`src/rtl/pool_stream_scheduler.sv`:
```
// Job-level controller for the 2x2 max-pooling stage: validates a job, forwards the
// channel-major INT8 stream to the pooling unit, counts its outputs and reports done/error.
module pool_stream_scheduler #(
    parameter int IMAGE_WIDTH   = 112,
    parameter int MAX_HEIGHT    = 112,
    parameter int MAX_CHANNELS  = 1024,
    parameter int DRAIN_TIMEOUT = 8,
    parameter int HB            = $clog2(MAX_HEIGHT + 1),
    parameter int CB            = $clog2(MAX_CHANNELS + 1)
) (
    input  logic          clk,
    input  logic          reset,
    input  logic          cfg_start,
    input  logic          cfg_abort,
    input  logic [HB-1:0] cfg_height,
    input  logic [CB-1:0] cfg_channels,
    input  logic          cfg_pool_en,
    output logic          busy,
    output logic          done,
    output logic          err_cfg,
    output logic          err_count,
    input  logic          s_valid,
    input  logic [7:0]    s_data,
    output logic          s_ready,
    output logic          pu_reset,
    output logic          pu_enable,
    output logic          pu_valid_in,
    output logic [7:0]    pu_data_in,
    input  logic          pu_valid_out,
    output logic [31:0]   out_count,
    output logic [CB-1:0] chan_idx,
    output logic [2:0]    dbg_state_o
);

    localparam int CW = $clog2(IMAGE_WIDTH);
    localparam int DW = $clog2(DRAIN_TIMEOUT + 1);

    typedef enum logic [2:0] {
        S_IDLE   = 3'd0,
        S_LOAD   = 3'd1,
        S_STREAM = 3'd2,
        S_DRAIN  = 3'd3,
        S_DONE   = 3'd4
    } state_t;

    state_t        state_q;
    logic [HB-1:0] height_q;
    logic [CB-1:0] chans_q;
    logic [31:0]   exp_count_q;
    logic [CW-1:0] col_q;
    logic [HB-1:0] row_q;
    logic [CB-1:0] chan_q;
    logic [DW-1:0] drain_q;
    logic [31:0]   out_count_q;
    logic [31:0]   out_count_d;
    logic          busy_q;
    logic          done_q;
    logic          err_cfg_q;
    logic          err_count_q;
    logic          pu_reset_q;
    logic          pu_enable_q;
    logic          s_ready_q;
    logic          pu_valid_in_q;
    logic [7:0]    pu_data_in_q;

    logic          cfg_ok;
    logic          accept;
    logic          last_beat;
    logic [31:0]   h32;
    logic [31:0]   c32;
    logic [31:0]   exp_calc;

    assign cfg_ok = (cfg_height != '0) && (cfg_channels != '0)
                 && (32'(cfg_height) <= 32'(MAX_HEIGHT))
                 && (32'(cfg_channels) <= 32'(MAX_CHANNELS))
                 && !(cfg_pool_en && cfg_height[0]);

    // Valid/ready: a beat transfers on any cycle where s_valid && s_ready; s_valid may
    // toggle freely, s_ready is high exactly while streaming.
    assign accept    = s_valid && s_ready_q;
    assign last_beat = (col_q == CW'(IMAGE_WIDTH - 1))
                    && (row_q == height_q - HB'(1))
                    && (chan_q == chans_q - CB'(1));

    assign h32 = 32'(height_q);
    assign c32 = 32'(chans_q);

    always_comb begin
        exp_calc = 32'(IMAGE_WIDTH) * h32 * c32;
        if (pu_enable_q) begin
            exp_calc = 32'(IMAGE_WIDTH / 2) * (h32 >> 1) * c32;
        end
    end

    always_comb begin
        out_count_d = out_count_q;
        if (state_q == S_LOAD) begin
            out_count_d = {31'b0, pu_valid_out};
        end else if ((state_q == S_STREAM || state_q == S_DRAIN) && pu_valid_out) begin
            out_count_d = out_count_q + 32'd1;
        end
    end

    always_ff @(posedge clk) begin
        if (reset) begin
            state_q       <= S_IDLE;
            height_q      <= '0;
            chans_q       <= '0;
            exp_count_q   <= '0;
            col_q         <= '0;
            row_q         <= '0;
            chan_q        <= '0;
            drain_q       <= '0;
            out_count_q   <= '0;
            busy_q        <= 1'b0;
            done_q        <= 1'b0;
            err_cfg_q     <= 1'b0;
            err_count_q   <= 1'b0;
            pu_reset_q    <= 1'b0;
            pu_enable_q   <= 1'b0;
            s_ready_q     <= 1'b0;
            pu_valid_in_q <= 1'b0;
            pu_data_in_q  <= '0;
        end else begin
            done_q        <= 1'b0;
            err_cfg_q     <= 1'b0;
            pu_reset_q    <= 1'b0;
            pu_valid_in_q <= 1'b0;
            out_count_q   <= out_count_d;
            if ((state_q == S_STREAM || state_q == S_DRAIN || state_q == S_DONE)
                && (out_count_q > exp_count_q)) begin
                err_count_q <= 1'b1;
            end
            if (state_q != S_IDLE && cfg_abort) begin
                state_q    <= S_IDLE;
                pu_reset_q <= 1'b1;
                s_ready_q  <= 1'b0;
                busy_q     <= 1'b0;
            end else begin
                case (state_q)
                    S_IDLE: begin
                        if (cfg_start) begin
                            if (cfg_ok) begin
                                state_q     <= S_LOAD;
                                busy_q      <= 1'b1;
                                height_q    <= cfg_height;
                                chans_q     <= cfg_channels;
                                pu_enable_q <= cfg_pool_en;
                                pu_reset_q  <= 1'b1;
                                err_count_q <= 1'b0;
                            end else begin
                                err_cfg_q <= 1'b1;
                            end
                        end
                    end
                    S_LOAD: begin
                        exp_count_q <= exp_calc;
                        col_q       <= '0;
                        row_q       <= '0;
                        chan_q      <= '0;
                        s_ready_q   <= 1'b1;
                        state_q     <= S_STREAM;
                    end
                    S_STREAM: begin
                        if (accept) begin
                            pu_valid_in_q <= 1'b1;
                            pu_data_in_q  <= s_data;
                            if (last_beat) begin
                                state_q   <= S_DRAIN;
                                s_ready_q <= 1'b0;
                                drain_q   <= '0;
                                col_q     <= '0;
                                row_q     <= '0;
                            end else if (col_q == CW'(IMAGE_WIDTH - 1)) begin
                                col_q <= '0;
                                if (row_q == height_q - HB'(1)) begin
                                    row_q  <= '0;
                                    chan_q <= chan_q + CB'(1);
                                end else begin
                                    row_q <= row_q + HB'(1);
                                end
                            end else begin
                                col_q <= col_q + CW'(1);
                            end
                        end
                    end
                    S_DRAIN: begin
                        if (out_count_q == exp_count_q) begin
                            state_q <= S_DONE;
                            done_q  <= 1'b1;
                        end else if (drain_q == DW'(DRAIN_TIMEOUT - 1)) begin
                            state_q     <= S_DONE;
                            done_q      <= 1'b1;
                            err_count_q <= 1'b1;
                        end else begin
                            drain_q <= drain_q + DW'(1);
                        end
                    end
                    S_DONE: begin
                        state_q <= S_IDLE;
                        busy_q  <= 1'b0;
                    end
                    default: begin
                        state_q <= S_IDLE;
                        busy_q  <= 1'b0;
                    end
                endcase
            end
        end
    end

    assign busy        = busy_q;
    assign done        = done_q;
    assign err_cfg     = err_cfg_q;
    assign err_count   = err_count_q;
    assign s_ready     = s_ready_q;
    assign pu_reset    = pu_reset_q;
    assign pu_enable   = pu_enable_q;
    assign pu_valid_in = pu_valid_in_q;
    assign pu_data_in  = pu_data_in_q;
    assign out_count   = out_count_q;
    assign chan_idx    = chan_q;
    assign dbg_state_o = state_q;

endmodule

```
`config.mk`:
```
export PLATFORM = sky130hd
export DESIGN_NAME = pool_stream_scheduler
export DESIGN_NICKNAME = d
export VERILOG_FILES = /design/src/rtl/pool_stream_scheduler.sv
export SDC_FILE = /design/constraint.sdc
export NUM_CORES = 1
export LEC_CHECK = 0
export CAP_MARGIN = 10
export CORE_MARGIN = 1.5
export CORE_UTILIZATION = 39
export DETAILED_ROUTE_END_ITERATION = 7
export HOLD_SLACK_MARGIN = 0.02
export PLACE_DENSITY = 0.57
export RECOVER_POWER = 25
export SYNTH_ARGS = -nofsm -noshare
export SYNTH_HDL_FRONTEND = slang
export SYNTH_SLANG_ARGS = --single-unit
```
`constraint.sdc`:
```
create_clock -name clk -period 11.25 [get_ports clk]
set_clock_uncertainty 0.2 [all_clocks]
set_input_delay 2.8125 -clock clk [delete_from_list [all_inputs] [get_ports clk]]
set_output_delay 2.8125 -clock clk [all_outputs]
set_load 0.01 [all_outputs]
```
==> impl_metrics.tcl, run 1 <==
set metrics [dict create \
    synth_edf_count 0 \
    dp_cells 2128 \
    critical_path.max_fanout 16 \
    cts_tree "done" \
    core_sq_um 34500 \
    gp_congestion 0.887 \
    io_pins 95 \
    setup_violations 0 \
    die_h_um 190 \
    tightestPinTransition_ps 2160 \
    syn_inst 1639 \
    holdPathStages 2 \
    cts_buffer_depth 2 \
    yosysTopAreaCell "fa_1" \
    port_buffers 94 \
    synth.cell_area_sq_um 13700 \
    r2r_start "height_q[1]" \
    wl_per_cell_um 16.0 \
    layout.cells.non_filler 2157 \
    ys_ff_latch 120 \
    status "finished with violations" \
    syn_nets 1959 \
    total_leakage_power_uw 0.00725 \
    clk_pin_slew_ps 60 \
    yosys_warnings 0 \
    violations "max-capacitance violations, max-slew violations" \
    post_route_cells_drive_above_1_share_pct 3.47 \
    powerDensity_nw_per_um2 78.4 \
    fmax_mhz 119 \
    whs_ps 250 \
    insertion_delay_ps 430 \
    r2r_cells 24 \
    hold_class "reg -> reg" \
    dp_hpwl_um 27300 \
    cts_buffers 17 \
    final_common_cell "inv_1" \
    grt_busiest_layer "met2" \
    start_util_pct 39.6 \
    yosysSeqAreaShare_pct 17.6 \
    min_from "pu_data_in[3]" \
    grt_first_pass_wirelength_um 56900 \
    finalHoldViolCount 0 \
    drc_errors 0 \
    cts_sinks 120 \
    antenna_found_initial 0 \
    use_met2_pct 33.1 \
    cts.htree.levels 4 \
    drv_cap 1 \
    synth_cell_types 68 \
    fp-row-count 68 \
    async_flop_share_pct 0 \
    setup_tns_ps 0 \
    drv_slew 50 \
    start_kind "register" \
    ctsHoldBuffers 0 \
    worstPathRequired_ps 11340 \
    wl_um 34500 \
    arrival_ps 8500 \
    critical_path_class "reg -> reg" \
    grt_pass1_vias 10800 \
    ys.flop_type "dfxtp_1" \
    drt_iter0_markers 552 \
    synth.avg_cell_area_sq_um 8.35 \
    die-area_sq_um 36200 \
    rsz0062_at_grt "no" \
    antennaDiodeCount 0 \
    nets 2012 \
    syn2layout_area_growth_pct 13.7 \
    root_buffer "clkbuf_16" \
    relSlewSlack_pct -43.9 \
    met1_usage_pct 26.6 \
    post_cts_buffers 0 \
    dr.pass1.iters 5 \
    met3_usage_pct 2.87 \
    reg2reg_to "exp_count_q[20]" \
    most-common-layout-cells "225 x inv_1, 163 x nand2_1, 145 x ha_1" \
    grt-ovfl-total 0 \
    fillerInstances 3507 \
    final_antenna_net_count 0 \
    hold-path-endpoint "pu_data_in[3]" \
    die_w_um 190 \
    end_kind "register" \
    synth_top_area_share_pct 20.8 \
    vias_per_cell 5.13 \
    grt_max_degree 50 \
    irDropWorstVdd_mv 0.0796 \
    ctsResizeCount 0 \
    period_share_pct 74.7 \
    ys_top_cells_by_area "fa_1 21%, dfxtp_1 18%, ha_1 13%, inv_1 6.2%, nand2_1 4.5%" \
    ff2ff_setup_slack_ps 2850 \
    grt_usage_pct 19.7 \
    period_needed_ps 8400 \
    vias 11100 \
]
worst max-delay path: stages, from the launching register on:
cell and delay (ps):
dfxtp_1 750, fa_1 560, ha_1 310, a21o_1 180, a21oi_1 340, o21ai_0 190
xor2_1 700, nand2b_1 220, fa_1 450, fa_1 540, inv_1 50, fa_1 500
fa_1 540, inv_1 50, fa_1 530, inv_1 40, ha_1 360, nand2_1 120
nor4_1 400, a2111oi_0 170, nor2_1 330, a31oi_1 160, xnor2_1 150, nor3_1 50
a2111oi_0 370
cell usage after synthesis (all sizes together) (27+ instances only):
library cell,n
fa,142
dfxtp,120
nand2,163
mux2i,30
clkbuf,66
inv,226
nor2,134
a21oi,77
nand3,40
and2,88
xor2,42
nand2b,27
o21ai,41
ha,145
xnor2,59
flip-flops by register name, summed over array words and instances, names as in the netlist, 7 cells and up:
name,flops
out_count,32
pu_data_in,8
chans_q,11
chan_idx,11
row_q,7
height_q,7
col_q,7
exp_count_q,22
kinds of logic after synthesis:
logic type | share of synthesized area (%)
compound gates | 10.3
simple gates | 20.8
xor+xnor | 6.58
mux | 2.19
fa+ha+maj | 34.0
buf+inv | 8.50
flops | 17.6
routing by layer:
layer	share of wire, %	vias up
li1	-	5434
met1	46	5408
met2	49	206
met3	4.2	23
met4	1.6	0
met5	0	-
final cells by class:
class	count	area [sq um]	share of cell area, %
multi-input combinational	1217	10100	65.0
clock inverter	9	128	0.820
inverter	226	848	5.45
clock buffer	20	447	2.87
tap	455	569	3.66
timing repair buffer	110	1040	6.71
sequential	120	2400	15.4
worst max-delay path by stage:
stage | from | to | slack [ps] | depth (start not counted)
after global routing | height_q[1] | exp_count_q[20] | 2220 | 24
final | height_q[1] | exp_count_q[20] | 2850 | 24
after detailed placement | height_q[1] | exp_count_q[20] | 2910 | 24
after CTS | height_q[1] | exp_count_q[20] | 2890 | 24
after floorplan | height_q[4] | exp_count_q[20] | 3980 | 27
after global placement | height_q[1] | exp_count_q[20] | 3170 | 24
stage by stage:
step | setup WS (ps) | util [%] | total power [uW] | area, sq um
after floorplan | 3980 | - | 603 | 13700
after global placement | 3170 | 43.4 | 676 | 15000
after detailed placement | 2910 | 43.4 | 679 | 15000
after CTS | 2890 | 45.1 | 1230 | 15600
after global routing | 2220 | 45.0 | 1280 | 15600
final | 2850 | 45.0 | 1220 | 15600
power by group:
part           total (uW)  internal [uW]  switching, uW
Sequential            447            432           14.2
Combinational         221           84.6            136
Clock                 552            349            203
Total                1220            866            353
Power figures use the tool's default switching activity.
==> inputs of run 2 (changes only) <==
- clock period: 11.25 -> 8.8 ns (I/O delays scaled with it)
==> run 2 against run 1 <==
  * The flow still finishes with violations (max-capacitance violations, max-slew violations)
  * Highest routed layer unchanged
  * Routed wire length grew 0.10%
  * Critical endpoint unchanged
  * Clock-buffer cell count shrank 1
  * Largest cell class unchanged
  * Sequential cell count is the same
  * Via count is essentially flat
  * Core utilization grew 0.17 points
  * Clock power grew 26%
  * Cell count grew 0.37%
  * Die area is the same
==> impl_metrics.tcl, run 2 (synthesis gave the netlist of run 1 again) <==
set metrics [dict create \
    status "finished with violations" \
    violations "max-capacitance violations, max-slew violations" \
    critical_path_class "reg -> reg" \
    powerDensity_nw_per_um2 99.5 \
    clk_pin_slew_ps 60 \
    grt_usage_pct 20.0 \
    power.share.clock_pct 44.8 \
    nets 2018 \
    insertion_delay_ps 430 \
    met3_usage_pct 2.32 \
    final_antenna_net_count 0 \
    arrival_ps 7910 \
    hold_class "reg -> reg" \
    met1_usage_pct 26.7 \
    swShare_pct 30.2 \
    total_leakage_power_uw 0.00729 \
    port_buffers 94 \
    syn2layout_area_growth_pct 14.1 \
    vias_per_cell 5.11 \
    setup_tns_ps 0 \
    relSlewSlack_pct -22.3 \
    core_sq_um 34500 \
    wl_um 34500 \
    cpLargestDelayFamily "adder cells" \
    dr.pass1.iters 5 \
    ctsHoldBuffers 0 \
    start_kind "register" \
    crit_slowest_cell "fa_1" \
    cts_sinks 120 \
    cpMostUsedCell "fa_1" \
    grt-ovfl-total 0 \
    irDropWorstVdd_mv 0.103 \
    grt_pass1_vias 10900 \
    end_kind "register" \
    antenna_found_initial 0 \
    cts_buffers 17 \
    io_pins 95 \
    finalHoldViolCount 0 \
    fmax_mhz 128 \
    tightestPinTransition_ps 1840 \
    design_area_sq_um 15600 \
    cts.htree.levels 4 \
    r2r_start "height_q[0]" \
    die_h_um 190 \
    dp_hpwl_um 27100 \
    drv_slew 39 \
    die-area_sq_um 36200 \
    worstPathRequired_ps 8910 \
    seqPwrFrac_pct 36.4 \
    period_needed_ps 7810 \
    startpoint "height_q[0]" \
    cts_tree "done" \
    combPwrFrac_pct 18.8 \
    root_buffer "clkbuf_16" \
    drv_cap 1 \
    wl_per_cell_um 15.9 \
    antennaDiodeCount 0 \
    grt_busiest_layer "met2" \
    grt_first_pass_wirelength_um 57100 \
    internal-power_uw 1080 \
    placed_cell_area_sq_um 15000 \
    grt_max_degree 39 \
    p_sw_uw 469 \
    fp-row-count 68 \
    max_stage_delay_ps 610 \
    total_power_uw 1550 \
    start_util_pct 39.6 \
    min_from "pu_data_in[5]" \
    largest_reg_flops 32 \
    rsz0062_at_grt "no" \
    period_share_pct 88.7 \
    die_w_um 190 \
    drt_iter0_markers 692 \
    critical_path.max_fanout 14 \
    setup_violations 0 \
    drc_errors 0 \
    most-common-layout-cells "225 x inv_1, 163 x nand2_1, 145 x ha_1" \
    final_common_cell "inv_1" \
    gp_congestion 0.854 \
    post_route_cells_drive_above_1_share_pct 4.09 \
    vias 11100 \
    cts_buffer_depth 2 \
    critPathBufInv 5 \
    use_met2_pct 33.7 \
]
## run 2: worst paths after layout
check,end,slack (ps),cells after the start
min reg2reg,pu_data_in[5],250,2
min,pu_data_in[5],250,2
max,exp_count_q[20],990,26
max reg2reg,exp_count_q[20],990,26
## run 2: power by group through the flow
stage	sequential [uW]	combinational, uW	clock (uW)
2_1_floorplan	573	199	0
3_3_place_gp	577	290	0
3_5_place_dp	577	293	0
4_1_cts	565	295	711
5_1_grt	567	326	735
6_report	565	292	696
## run 2: stage by stage
stage	setup slack, ps	instances	hold slack [ps]	util (%)
6_report	995	2165	248	45.2
5_1_grt	285	2165	266	45.2
4_1_cts	605	2165	255	45.2
3_5_place_dp	630	2134	246	43.5
3_3_place_gp	929	2134	243	43.5
2_1_floorplan	1530	1639	236	-
## run 2: what timing repair did
item                                    CTS  global route
buffers inserted                          0             0
endpoints found under the setup margin    0             1
gates resized for setup                   0             2
## run 2: area by class of cell
type,instances,area [sq um]
Timing Repair Buffer,116,1090
Tap cell,455,569
Inverter,226,848
Sequential cell,120,2400
Clock buffer,19,443
Fill cell,3422,18900
Clock inverter,12,129
Multi-Input combinational cell,1217,10100
## run 2: worst min-delay path, stage by stage (launching register included)
cell and delay [ps]:
dfxtp_1 300, nand2_1 50, a21oi_1 50
## run 2: per-layer routing
metal  vias to the layer above  share of wire (%)
li1                       5448                  -
met5                         -                  0
met3                        36                3.4
met1                      5394                 46
met2                       189                 48
met4                         0                2.1
==> inputs of run 3 (changes only) <==
- GPL_TIMING_DRIVEN: default -> 0
==> run 3 against run 2 <==
  * Largest cell class unchanged
  * The flow now finishes without violations
  * Routed wire length up 6.8%
  * Non-clock buffer count up 53
  * Total power down 0.97%
  * Clock power down 3.3%
  * Core utilization up 0.38 points
  * Via count up 2.5%
  * Clock-buffer cell count up 1
  * Worst hold slack better by 1.5 ps
==> impl_metrics.tcl, run 3 (synthesis gave the netlist of run 1 again) <==
set metrics [dict create \
    internal-power_uw 1060 \
    period_share_pct 94.7 \
    dr.pass1.iters 7 \
    arrival_ps 8440 \
    die_h_um 190 \
    fin_ws_ps 464 \
    final_common_cell "inv_1" \
    critical_path_class "reg -> reg" \
    syn2layout_area_growth_pct 15.1 \
    port_buffers 93 \
    power.share.clock_pct 43.7 \
    grt_first_pass_wirelength_um 59000 \
    setup_tns_ps 0 \
    hold_class "reg -> reg" \
    worstPathRequired_ps 8910 \
    tightestPinTransition_ps 958 \
    fp-row-count 68 \
    grt_pass1_vias 11000 \
    io_pins 95 \
    design_area_sq_um 15700 \
    irDropWorstVdd_mv 0.0835 \
    insertion_delay_ps 430 \
    cts.htree.levels 4 \
    finalHoldViolCount 0 \
    cts_sinks 120 \
    largest_reg_flops 32 \
    wl_per_cell_um 16.6 \
    total_power_uw 1540 \
    cts_buffer_depth 2 \
    drc_errors 0 \
    powerDensity_nw_per_um2 97.7 \
    crit_slowest_cell "dfxtp_1" \
    pre_cts_ws_ps 378 \
    vias 11300 \
    status "completed" \
    total_leakage_power_uw 0.00731 \
    die-area_sq_um 36200 \
    end_kind "register" \
    seqPwrFrac_pct 36.6 \
    placed_cell_area_sq_um 15200 \
    grt-ovfl-total 0 \
    cts_tree "done" \
    final_antenna_net_count 0 \
    nets 2071 \
    start_kind "register" \
    start_util_pct 39.6 \
    drv_cap 0 \
    drt_iter0_markers 723 \
    core_sq_um 34500 \
    cpMostUsedCell "fa_1" \
    post_route_cells_drive_above_1_share_pct 3.29 \
    dp_hpwl_um 30200 \
    vias_per_cell 5.11 \
    relSlewSlack_pct 35.9 \
    gp_congestion 0.867 \
    critical_path.max_fanout 10 \
    grt_max_degree 17 \
    max_stage_delay_ps 590 \
    root_buffer "clkbuf_16" \
    drv_slew 0 \
    ctsHoldBuffers 0 \
    die_w_um 190 \
    clk_pin_slew_ps 60 \
    most-common-layout-cells "225 x inv_1, 163 x nand2_1, 145 x ha_1" \
    wl_um 36900 \
    grt_usage_pct 21.0 \
    fmax_mhz 120 \
    period_needed_ps 8340 \
    setup_violations 0 \
    antenna_found_initial 0 \
    whs_ps 250 \
    combPwrFrac_pct 19.7 \
    swShare_pct 30.8 \
    cts_buffers 17 \
    p_sw_uw 474 \
    rsz0062_at_grt "no" \
]
run 3: cell types whose count changed in the layout (fill, tap and decap cells not counted), sizes merged:
cell           previous run  this run
clkbuf                   23        86
buf                      19        10
clkdlybuf4s50            67        58
dlygate4sd3              26        35
clkinv                    7         4
clkinvlp                  3         5
bufinv                    2         1
diode                     0         1
inv                     226       227
run 3: power groups by stage:
stage               Combinational (uW)  Sequential (uW)  Clock [uW]
finish                             303              563         673
global route                       336              564         708
CTS                                304              563         684
detailed placement                 302              575           0
global placement                   298              574           0
floorplan                          199              573           0
run 3: cell type report:
class                   instances  area (sq um)
repair buffers                 93           931
fillers                      3545         18800
clock inverters                11           100
clock buffers                  20           457
plain buffers                  76           318
diodes                          1          2.50
well taps                     455           569
inverters                     226           848
flip-flops and latches        120          2400
multi-input cells            1217         10100
run 3: per-stage QoR:
step	utilization (%)	cells
3_5_place_dp	44.0	2187
3_3_place_gp	44.0	2187
4_1_cts	45.6	2218
2_1_floorplan	-	1639
5_1_grt	45.6	2218
6_report	45.6	2219
run 3: timing repair:
item,CTS,global route
resized for setup,0,6
buffers inserted,0,0
setup endpoints to repair,0,3
run 3: path summary, 6_finish.rpt:
path                                     from         endpoint  slack (ps)  depth (start not counted)
worst max-delay path              height_q[1]  exp_count_q[20]         460                         25
worst min-delay path            pu_data_in[0]    pu_data_in[0]         250                          2
worst max register to register    height_q[1]  exp_count_q[20]         460                         25
worst min register to register  pu_data_in[0]    pu_data_in[0]         250                          2
run 3: worst max-delay path: cells and delay by family (launching register included):
family	cells	cell delay, ps
AO/OA/AOI/OAI	6	1450
AND/OR/NAND/NOR	5	1160
flip-flops	1	590
adder cells (fa/ha/maj)	8	3750
XOR/XNOR	2	580
buffers and inverters	4	480
run 3: routing by layer:
metal	routed length (um)	vias to the layer above	track usage, %
met4	823	0	6.63
met5	0	-	0
li1	-	5552	-
met1	17300	5528	29.0
met3	1690	39	2.96
met2	17100	230	33.7
